**src/rtl/inst_realign_buffer_if.sv**
```systemverilog
// Fetch-beat and decoded-instruction handshakes of the realign buffer.
// master is the realigner itself; slave is the memory/decode environment around it.
interface inst_realign_buffer_if #(
  parameter int XLEN     = 32,
  parameter int FETCH_HW = 2
);
  logic [XLEN-1:0]         fetch_addr;
  logic                    fetch_valid;
  logic                    fetch_ready;
  logic [16*FETCH_HW-1:0]  fetch_data;
  logic                    out_valid;
  logic                    out_ready;
  logic [31:0]             out_inst;
  logic [XLEN-1:0]         out_pc;
  logic                    out_is_c;

  modport master (
    output fetch_addr, fetch_ready, out_valid, out_inst, out_pc, out_is_c,
    input  fetch_valid, fetch_data, out_ready
  );

  modport slave (
    input  fetch_addr, fetch_ready, out_valid, out_inst, out_pc, out_is_c,
    output fetch_valid, fetch_data, out_ready
  );
endinterface

```
**src/rtl/inst_realign_buffer.sv**
```systemverilog
// RV32IC fetch realigner: circular halfword queue that emits one 16/32-bit
// instruction per cycle with its PC, restarting cleanly on redirects.
module inst_realign_buffer #(
  parameter int              XLEN     = 32,
  parameter int              FETCH_HW = 2,
  parameter int              BUF_HW   = 4,
  parameter logic [XLEN-1:0] RESET_PC = {XLEN{1'b0}}
) (
  input  logic                   clk,
  input  logic                   reset,
  input  logic                   flush,
  input  logic [XLEN-1:0]        flush_pc,
  inst_realign_buffer_if.master  bus
);

  localparam int PW = (BUF_HW > 1) ? $clog2(BUF_HW) : 1;
  localparam int CW = $clog2(BUF_HW + 1);
  localparam int SW = (FETCH_HW > 1) ? $clog2(FETCH_HW) : 1;
  localparam logic [XLEN-1:0] BEAT_MASK = XLEN'(2 * FETCH_HW - 1);

  // Pointer arithmetic modulo BUF_HW; n never exceeds BUF_HW so one wrap suffices.
  function automatic logic [PW-1:0] ptr_add(input logic [PW-1:0] ptr, input logic [PW:0] n);
    logic [PW+1:0] sum;
    sum = {2'b00, ptr} + {1'b0, n};
    if (sum >= (PW+2)'(BUF_HW)) begin
      sum = sum - (PW+2)'(BUF_HW);
    end else begin
      sum = sum;
    end
    return sum[PW-1:0];
  endfunction

  function automatic logic [SW-1:0] skip_of(input logic [XLEN-1:0] addr);
    return SW'((addr & BEAT_MASK) >> 1);
  endfunction

  logic [15:0]      buf_r [BUF_HW];
  logic [PW-1:0]    head_r;
  logic [PW-1:0]    tail_r;
  logic [CW-1:0]    count_r;
  logic [SW-1:0]    skip_r;
  logic [XLEN-1:0]  pc_r;
  logic [XLEN-1:0]  faddr_r;

  logic [15:0]      h0_s;
  logic [15:0]      h1_s;
  logic             is_c_s;
  logic [PW:0]      need_s;
  logic [PW:0]      pushed_s;
  logic             push_s;
  logic             pop_s;
  logic [CW-1:0]    count_next_s;
  logic [BUF_HW-1:0] wr_en_s;
  logic [15:0]      wr_data_s [BUF_HW];

  // Head decode, handshakes and next occupancy, all from registered state.
  always_comb begin
    h0_s     = buf_r[head_r];
    h1_s     = buf_r[ptr_add(head_r, (PW+1)'(1))];
    is_c_s   = (h0_s[1:0] != 2'b11);
    need_s   = is_c_s ? (PW+1)'(1) : (PW+1)'(2);
    pushed_s = (PW+1)'(FETCH_HW) - (PW+1)'(skip_r);

    bus.out_valid   = (count_r >= CW'(need_s)) && !flush;
    bus.out_inst    = is_c_s ? {16'h0000, h0_s} : {h1_s, h0_s};
    bus.out_is_c    = is_c_s;
    bus.out_pc      = pc_r;
    bus.fetch_addr  = faddr_r;
    // No same-cycle pop credit: space is judged on the registered count only.
    bus.fetch_ready = (count_r <= CW'(BUF_HW - FETCH_HW)) && !flush;

    push_s = bus.fetch_valid && bus.fetch_ready;
    pop_s  = bus.out_valid && bus.out_ready;

    count_next_s = count_r
                 + (push_s ? CW'(pushed_s) : {CW{1'b0}})
                 - (pop_s  ? CW'(need_s)   : {CW{1'b0}});
  end

  // Scatter the kept halfwords of an accepted beat (index >= skip) to slots from the tail.
  always_comb begin
    for (int j = 0; j < BUF_HW; j++) begin
      wr_en_s[j]   = 1'b0;
      wr_data_s[j] = 16'h0000;
      for (int i = 0; i < FETCH_HW; i++) begin
        logic hit;
        hit = push_s && (i >= int'(skip_r))
              && (ptr_add(tail_r, (PW+1)'(i) - (PW+1)'(skip_r)) == PW'(j));
        wr_en_s[j]   = wr_en_s[j] | hit;
        wr_data_s[j] = hit ? bus.fetch_data[16*i +: 16] : wr_data_s[j];
      end
    end
  end

  // Halfword storage; contents are only meaningful where count says so.
  always_ff @(posedge clk) begin
    for (int j = 0; j < BUF_HW; j++) begin
      if (wr_en_s[j]) begin
        buf_r[j] <= wr_data_s[j];
      end
    end
  end

  // Queue control, PC and fetch address; flush outranks push and pop.
  always_ff @(posedge clk) begin
    if (reset) begin
      head_r  <= {PW{1'b0}};
      tail_r  <= {PW{1'b0}};
      count_r <= {CW{1'b0}};
      pc_r    <= RESET_PC & ~XLEN'(1);
      faddr_r <= RESET_PC & ~BEAT_MASK;
      skip_r  <= skip_of(RESET_PC);
    end else if (flush) begin
      head_r  <= {PW{1'b0}};
      tail_r  <= {PW{1'b0}};
      count_r <= {CW{1'b0}};
      pc_r    <= flush_pc & ~XLEN'(1);
      faddr_r <= flush_pc & ~BEAT_MASK;
      skip_r  <= skip_of(flush_pc);
    end else begin
      if (push_s) begin
        tail_r  <= ptr_add(tail_r, pushed_s);
        faddr_r <= faddr_r + XLEN'(2 * FETCH_HW);
        skip_r  <= {SW{1'b0}};
      end else begin
        tail_r  <= tail_r;
      end
      if (pop_s) begin
        head_r <= ptr_add(head_r, need_s);
        pc_r   <= pc_r + (is_c_s ? XLEN'(2) : XLEN'(4));
      end else begin
        head_r <= head_r;
      end
      count_r <= count_next_s;
    end
  end

endmodule
```
**src/flat_wrapper.sv**
```systemverilog
// flat-port wrapper written by rule: the top's interface ports become plain ports
module inst_realign_buffer_flat 
#(
  parameter int              XLEN     = 32,
  parameter int              FETCH_HW = 2,
  parameter int              BUF_HW   = 4,
  parameter logic [XLEN-1:0] RESET_PC = {XLEN{1'b0}}
)
  (clk, reset, flush, flush_pc, bus_fetch_addr, bus_fetch_ready, bus_out_valid, bus_out_inst, bus_out_pc, bus_out_is_c, bus_fetch_valid, bus_fetch_data, bus_out_ready);
  inst_realign_buffer_if #(.XLEN(XLEN), .FETCH_HW(FETCH_HW)) bus_i ();
  input  logic clk;
  input  logic reset;
  input  logic flush;
  input  logic [XLEN-1:0] flush_pc;
  output wire logic [$bits(bus_i.fetch_addr)-1:0] bus_fetch_addr;
  output wire logic [$bits(bus_i.fetch_ready)-1:0] bus_fetch_ready;
  output wire logic [$bits(bus_i.out_valid)-1:0] bus_out_valid;
  output wire logic [$bits(bus_i.out_inst)-1:0] bus_out_inst;
  output wire logic [$bits(bus_i.out_pc)-1:0] bus_out_pc;
  output wire logic [$bits(bus_i.out_is_c)-1:0] bus_out_is_c;
  input wire logic [$bits(bus_i.fetch_valid)-1:0] bus_fetch_valid;
  input wire logic [$bits(bus_i.fetch_data)-1:0] bus_fetch_data;
  input wire logic [$bits(bus_i.out_ready)-1:0] bus_out_ready;
  assign bus_fetch_addr = bus_i.fetch_addr;
  assign bus_fetch_ready = bus_i.fetch_ready;
  assign bus_out_valid = bus_i.out_valid;
  assign bus_out_inst = bus_i.out_inst;
  assign bus_out_pc = bus_i.out_pc;
  assign bus_out_is_c = bus_i.out_is_c;
  assign bus_i.fetch_valid = bus_fetch_valid;
  assign bus_i.fetch_data = bus_fetch_data;
  assign bus_i.out_ready = bus_out_ready;
  inst_realign_buffer #(.XLEN(XLEN), .FETCH_HW(FETCH_HW), .BUF_HW(BUF_HW), .RESET_PC(RESET_PC)) u_core (.clk(clk), .reset(reset), .flush(flush), .flush_pc(flush_pc), .bus(bus_i));
endmodule
```
**config.mk**
```make
export PLATFORM = sky130hd
export DESIGN_NAME = inst_realign_buffer_flat
export DESIGN_NICKNAME = d
export VERILOG_FILES = /design/src/rtl/inst_realign_buffer_if.sv /design/src/rtl/inst_realign_buffer.sv /design/src/flat_wrapper.sv
export SDC_FILE = /design/constraint.sdc
export NUM_CORES = 1
export LEC_CHECK = 0
export CAP_MARGIN = 25
export CELL_PAD_IN_SITES_DETAIL_PLACEMENT = 0
export CELL_PAD_IN_SITES_GLOBAL_PLACEMENT = 1
export CORE_ASPECT_RATIO = 1.2
export CORE_MARGIN = 2
export CORE_UTILIZATION = 37
export CTS_BUF_LIST = sky130_fd_sc_hd__clkbuf_8
export CTS_CLUSTER_SIZE = 28
export DETAILED_ROUTE_END_ITERATION = 7
export GPL_ROUTABILITY_DRIVEN = 0
export PLACE_DENSITY_LB_ADDON = 0.1
export SYNTH_ARGS = -nofsm -noshare
export SYNTH_HDL_FRONTEND = slang
export SYNTH_SLANG_ARGS = --single-unit
```
**constraint.sdc**
```tcl
create_clock -name clk -period 4 [get_ports clk]
set_clock_uncertainty 0.2 [all_clocks]
set_input_delay 0.4 -clock clk [delete_from_list [all_inputs] [get_ports clk]]
set_output_delay 0.4 -clock clk [all_outputs]
set_load 0.02 [all_outputs]
```
==> results of run 1 <==
## registers in the layout, indices dropped and copies added, names as in the netlist, named ones only
signal                 cells
u_core.buf_r              64
u_core.bus.fetch_addr     30
u_core.bus.out_pc         31
u_core.count_r             3
u_core.head_r              2
u_core.skip_r              1
u_core.tail_r              2
## where the power goes
group	switching (mW)	total (mW)	leakage, nW	internal [mW]
clock	0.589	1.14	0.190	0.555
sequential	0.0906	1.62	1.21	1.53
combinational	0.481	0.882	2.41	0.401
## metal layers
metal,global-route usage,up-vias,wire length (um)
met1,0.262,3544,10500
li1,-,3433,-
met4,0.0872,2,729
met2,0.442,211,14300
met3,0.0458,40,1330
met5,0,-,11
## final cells by class
| type | instances | area, um2 | area share |
|---|---|---|---|
| clock buffers | 17 | 234 | 0.0227 |
| well taps | 270 | 338 | 0.0328 |
| repair buffers | 191 | 1830 | 0.178 |
| flip-flops and latches | 135 | 3340 | 0.324 |
| multi-input cells | 621 | 4310 | 0.418 |
| clock inverters | 15 | 155 | 0.0151 |
| inverters | 25 | 93.8 | 0.00910 |
## critical path, cell delays in order, from the launching register on
cell	delay, ps
dfxtp_1	430
mux4_2	550
nand2_2	170
ha_1	250
nand2b_1	180
a31oi_2	330
nor3_1	130
fa_1	520
inv_1	60
fa_1	420
xor2_1	190
xnor2_1	130
nor2_1	50
## final timing paths
path	to	slack [ps]	cells after the start
setup reg to reg	u_core.count_r[2]	280	12
hold / removal	u_core.bus.out_pc[1]	300	2
hold reg to reg	u_core.tail_r[0]	330	2
setup / recovery	u_core.count_r[2]	280	12
## per-stage QoR
stage                     area [um2]  total power [mW]
final                          10300              3.65
after CTS                      10300              3.67
after detailed placement        9910              2.54
after floorplan                 8020              2.13
after global placement          9910              2.53
after global routing           10300              3.80
## synth_stat cells (17+ instances only)
library cell / number
mux4_2: 32
clkbuf_1: 44
nor2_1: 88
edfxtp_1: 64
and3_1: 22
nand3_1: 22
mux2i_1: 36
a211oi_1: 17
a21oi_1: 59
dfxtp_1: 71
nand2_1: 116
inv_1: 24
## logic make-up (layout without fill, tap and decap cells)
| group | count (synthesis) | in the layout |
|---|---|---|
| flops | 135 | 135 |
| fa+ha+maj | 13 | 13 |
| compound gates | 176 | 176 |
| mux | 70 | 70 |
| other cells | 1 | 3 |
| simple gates | 336 | 336 |
| xor+xnor | 23 | 23 |
| buf+inv | 89 | 248 |
## repair_timing
action / 4_1_cts / 5_1_grt
resized for setup: 0 / 1
hold buffers: 0 / 0
buffers inserted: 0 / 0
setup endpoints to repair: 0 / 1
==> metrics.txt, run 1 <==
status finished clean; drt via density 5.68; final hold vios 0; fmax 269 MHz; Die Y ~170 um; Clock Tree Buf Depth 2; fraction of final layout cells sized beyond drive strength 1 0.115; number of flops mapped to enable cells by yosys 64; # DRC 0; Clock Sinks about 140; leading cell type in the layout, fill and taps excluded clkdlybuf4s50_1; hold path startpoint reset; Synth Area in Compound Gates 0.146; Syn. warnings 0; critical path capture point type register; Clk pin slew, worst setup/hold paths 70 ps; n_diodes 0; Post-Synth Simple-Gate Area 0.203; Area Overhead vs Synth 28.7%; xor and xnor area share after synthesis 0.0252; Root Driver clkbuf_8; number of max-cap violations 0; Tcrit/Tclk final 0.930; Crit path required time a little over 4000 ps; cell area after synthesis 8010 um2; Post-Syn Instances roughly 840; die area 22800 um2; I/O pin count 168; Layout Nets approximately 1100; RSZ-0062 raised after global routing no; CTS tree built; standard-cell rows 58; Syn Area/Cell between 9 and 10 um2; Crit Path Class reg2reg; vias in the first global route ~7200; area leader, netlist edfxtp_1; Max FO, Critical Path 6; drt first pass iters 5; setup ws final about 280 ps; DRT iter0 DRCs between 500 and 600; # port buffers approximately 160; sequential area share after synthesis 0.418; initial core utilization 0.379; Worst Tran Pin Value about 960 ps; placed cells 1242; final number of setup-violating endpoints 0; Max IR drop VDD between 150 and 200 uV; first-pass GRT wire length between 40000 and 50000 um; Post-Synth Adder-Cell Area 0.0231; most frequent cells in the layout clkdlybuf4s50_1, nand2_1, nor2_1; CTS buffer count 17; core area 21100 um2; asr flop ratio synth 0; largest family of logic cells by synthesized area simple AND/OR/NAND/NOR gates; hold slack roughly 300 ps; layout filler cell count roughly 2000; Pleak between 3 and 4 nW; Final HPWL DP about 19000 um; post-synthesis cell type count 66; Synth area leaders edfxtp_1, dfxtp_1, mux4_2; non-filler cells, final 1274; Worst EP arrival between 3000 and 4000 ps; GRT overflow 0; DIE WIDTH 138 um; initial antenna violation count 2; DP Worst Slack around 180 ps; dominant synthesized flop cell dfxtp_1; Slew headroom 0.362; drt total wl about 27000 um; clk_lat worst skew approximately 450 ps; largest net degree at the start of global routing between 40 and 50; Synth Register Bits about 140; CP Launch Type register; gr usage total 0.234; vias between 7000 and 8000; fin util 0.488; post-synth top area share 0.240; Max Slew Vio Count 0; mux contribution to synthesized area 0.138; minimum clock period 3720 ps; # H-tree levels 4; WL/cell about 21 um; Tightest Hold Check Type in2reg; Power Density between 300 and 400 nW/um2; Post-DRT Antenna Nets 0; setup TNS 0 ps
No activity file was read; power rests on OpenSTA's default activity.
==> run 2: changes to the inputs <==
Clock period 4 ns to 3.3 ns, I/O delays scaled along.
==> run 2 against run 1 <==
Count of clock-buffer cells in the layout stayed put. Worst hold slack worse by 170 ps. Sequential share of layout area is 0.66 points lower. Clock power is 32% higher. Critical path type unchanged. Critical endpoint unchanged. Highest routed layer unchanged.
==> metrics.txt, run 2 (synthesized netlist as in run 1, its figures left out) <==
Max FO, Critical Path 4; standard-cell rows slightly below 60; Max Slew Vio Count 0; # DRC 0; post-route cell area 10500 um2; initial core utilization 0.379; critical path capture point type register; # H-tree levels 4; slowest CP cell mux4_2; Worst R2R Path Depth 12; Crit Path Class reg2reg; critical path's top delay family adder cells; Final Total Pwr about 4.6 mW; Root Driver clkbuf_8; Reg with most FFs u_core.buf_r; fmax 305 MHz; Crit path required time approximately 3400 ps; non-filler cells, final ~1300; Area Overhead vs Synth 31.6%; drt via density about 5.6; Worst Tran Pin Value approximately 700 ps; gr usage total 0.232; Layout Nets 1086; Worst EP arrival around 3400 ps; placed cell areas 10100 um2; Pleak 3.90 nW; global-route track usage on met1 0.253; Final HPWL DP ~19000 um; CTS tree built; status finished clean; clk_lat worst skew ~460 ps; met3 usage 0.0433; DIE WIDTH between 100 and 150 um; drt first pass iters 5; vias in the first global route a little over 7000; placed cells approximately 1300; worst r2r dst u_core.count_r[2]; Crit path largest cell delay about 560 ps; Clock Tree Buf Depth 2; Post-CTS Hold Fix Bufs 0; Max IR drop VDD ~250 uV; Power Density 433 nW/um2; number of max-cap violations 0; final number of setup-violating endpoints 0; # port buffers 163; CP Launch Type register; fraction of final layout cells sized beyond drive strength 1 0.132; first-pass GRT wire length 40800 um; CTS buffer count 17; Slew headroom 0.523; Critical path destination u_core.count_r[2]; core area 21100 um2; RSZ-0062 raised after global routing yes; most heavily used metal layer in global routing met2; final hold vios 0; max FFs per register 64; largest net degree at the start of global routing 48; hold slack 135 ps; sum of buffers and inverters on the critical path 1; GR Util met2 0.454; Tcrit/Tclk final 0.994; crit path from u_core.buf_r[3][1]; Post-DRT Antenna Nets 0; minimum clock period between 3000 and 4000 ps; WL/cell approximately 21 um; Critical Path Stages 12; Tightest Hold Check Type in2reg; vias 7271; I/O pin count 168; FF-to-FF Start u_core.buf_r[3][1]; drt total wl 26600 um; DRT iter0 DRCs 455; die area 22800 um2; critical path cell sequence mux4_2 -> nand2_8 -> ha_4 -> nand2b_4 -> a31oi_4 -> nor3_4 -> fa_1 -> inv_1 -> fa_2 -> xor2_1 -> xnor2_1 -> nor2_1; Clock Sinks 135; most frequent cells in the layout clkdlybuf4s50_1, nand2_1, nor2_1; leading cell type in the layout, fill and taps excluded clkdlybuf4s50_1; initial antenna violation count 2; Clk pin slew, worst setup/hold paths around 70 ps; Die Y 165 um; reg2reg setup slack between 15 and 20 ps; GRT overflow 0; DP Worst Slack -66.8 ps; setup ws final 18.2 ps
==> run 2: changes by cell type in the layout (fill, tap and decap cells not counted), sizes merged <==
cell,before,now
bufinv,2,4
diode,0,1
clkinv,8,6
dlygate4sd2,0,1
buf,30,43
clkdlybuf4s50,161,160
==> run 2: per-layer routing <==
| metal | up-vias | wire length [um] |
|---|---|---|
| li1 | 3458 | - |
| met1 | 3559 | 10100 |
| met2 | 225 | 14600 |
| met3 | 27 | 1410 |
| met4 | 2 | 452 |
| met5 | - | 16 |
==> run 2: layout make-up <==
class	instances	area, um2
Sequential cell	135	3350
Multi-Input combinational cell	621	4390
Inverter	25	93.8
Timing Repair Buffer	204	1940
Clock buffer	17	234
Fill cell	2041	10600
Antenna cell	1	2.50
Clock inverter	15	185
Tap cell	270	338
==> run 2: worst register-to-register path, stage by stage (launching register included) <==
cell and delay (ps):
edfxtp_1 400, mux4_2 560, nand2_8 130, ha_4 200
nand2b_4 150, a31oi_4 220, nor3_4 60, fa_1 520
inv_1 50, fa_2 330, xor2_1 150, xnor2_1 150
nor2_1 50
==> run 2: timing repair <==
item                                   CTS  global route
pin swaps                                0             5
buffers inserted                         0             3
cloned                                   0             1
setup endpoints to repair                2             7
endpoints found under the hold margin    0             0
resized for setup                        2             5
==> run 2: worst min path at each step <==
stage | end | slack (ps) | startpoint | cells after the start
floorplan | u_core.bus.fetch_addr[12] | 270 | flush_pc[12] | 2
finish | u_core.bus.out_pc[1] | 130 | reset | 2
global placement | u_core.tail_r[0] | 300 | u_core.tail_r[0] | 2
CTS | u_core.bus.out_pc[1] | 130 | reset | 2
detailed placement | u_core.tail_r[0] | 310 | u_core.tail_r[0] | 2
global route | u_core.bus.out_pc[1] | 130 | reset | 2
==> run 2: power breakdown <==
part           leakage [nW]  switching, mW  internal (mW)
clock                 0.206          0.684          0.812
combinational          2.49          0.599          0.510
sequential             1.21          0.107           1.85
total                  3.90           1.39           3.17
==> run 2: metrics by stage <==
step / util / TNS [ps]
after global placement: 0.476 / -22.1
after global routing: 0.499 / -158
after detailed placement: 0.476 / -66.8
after floorplan: - / -248
after CTS: 0.497 / 0
final: 0.499 / 0
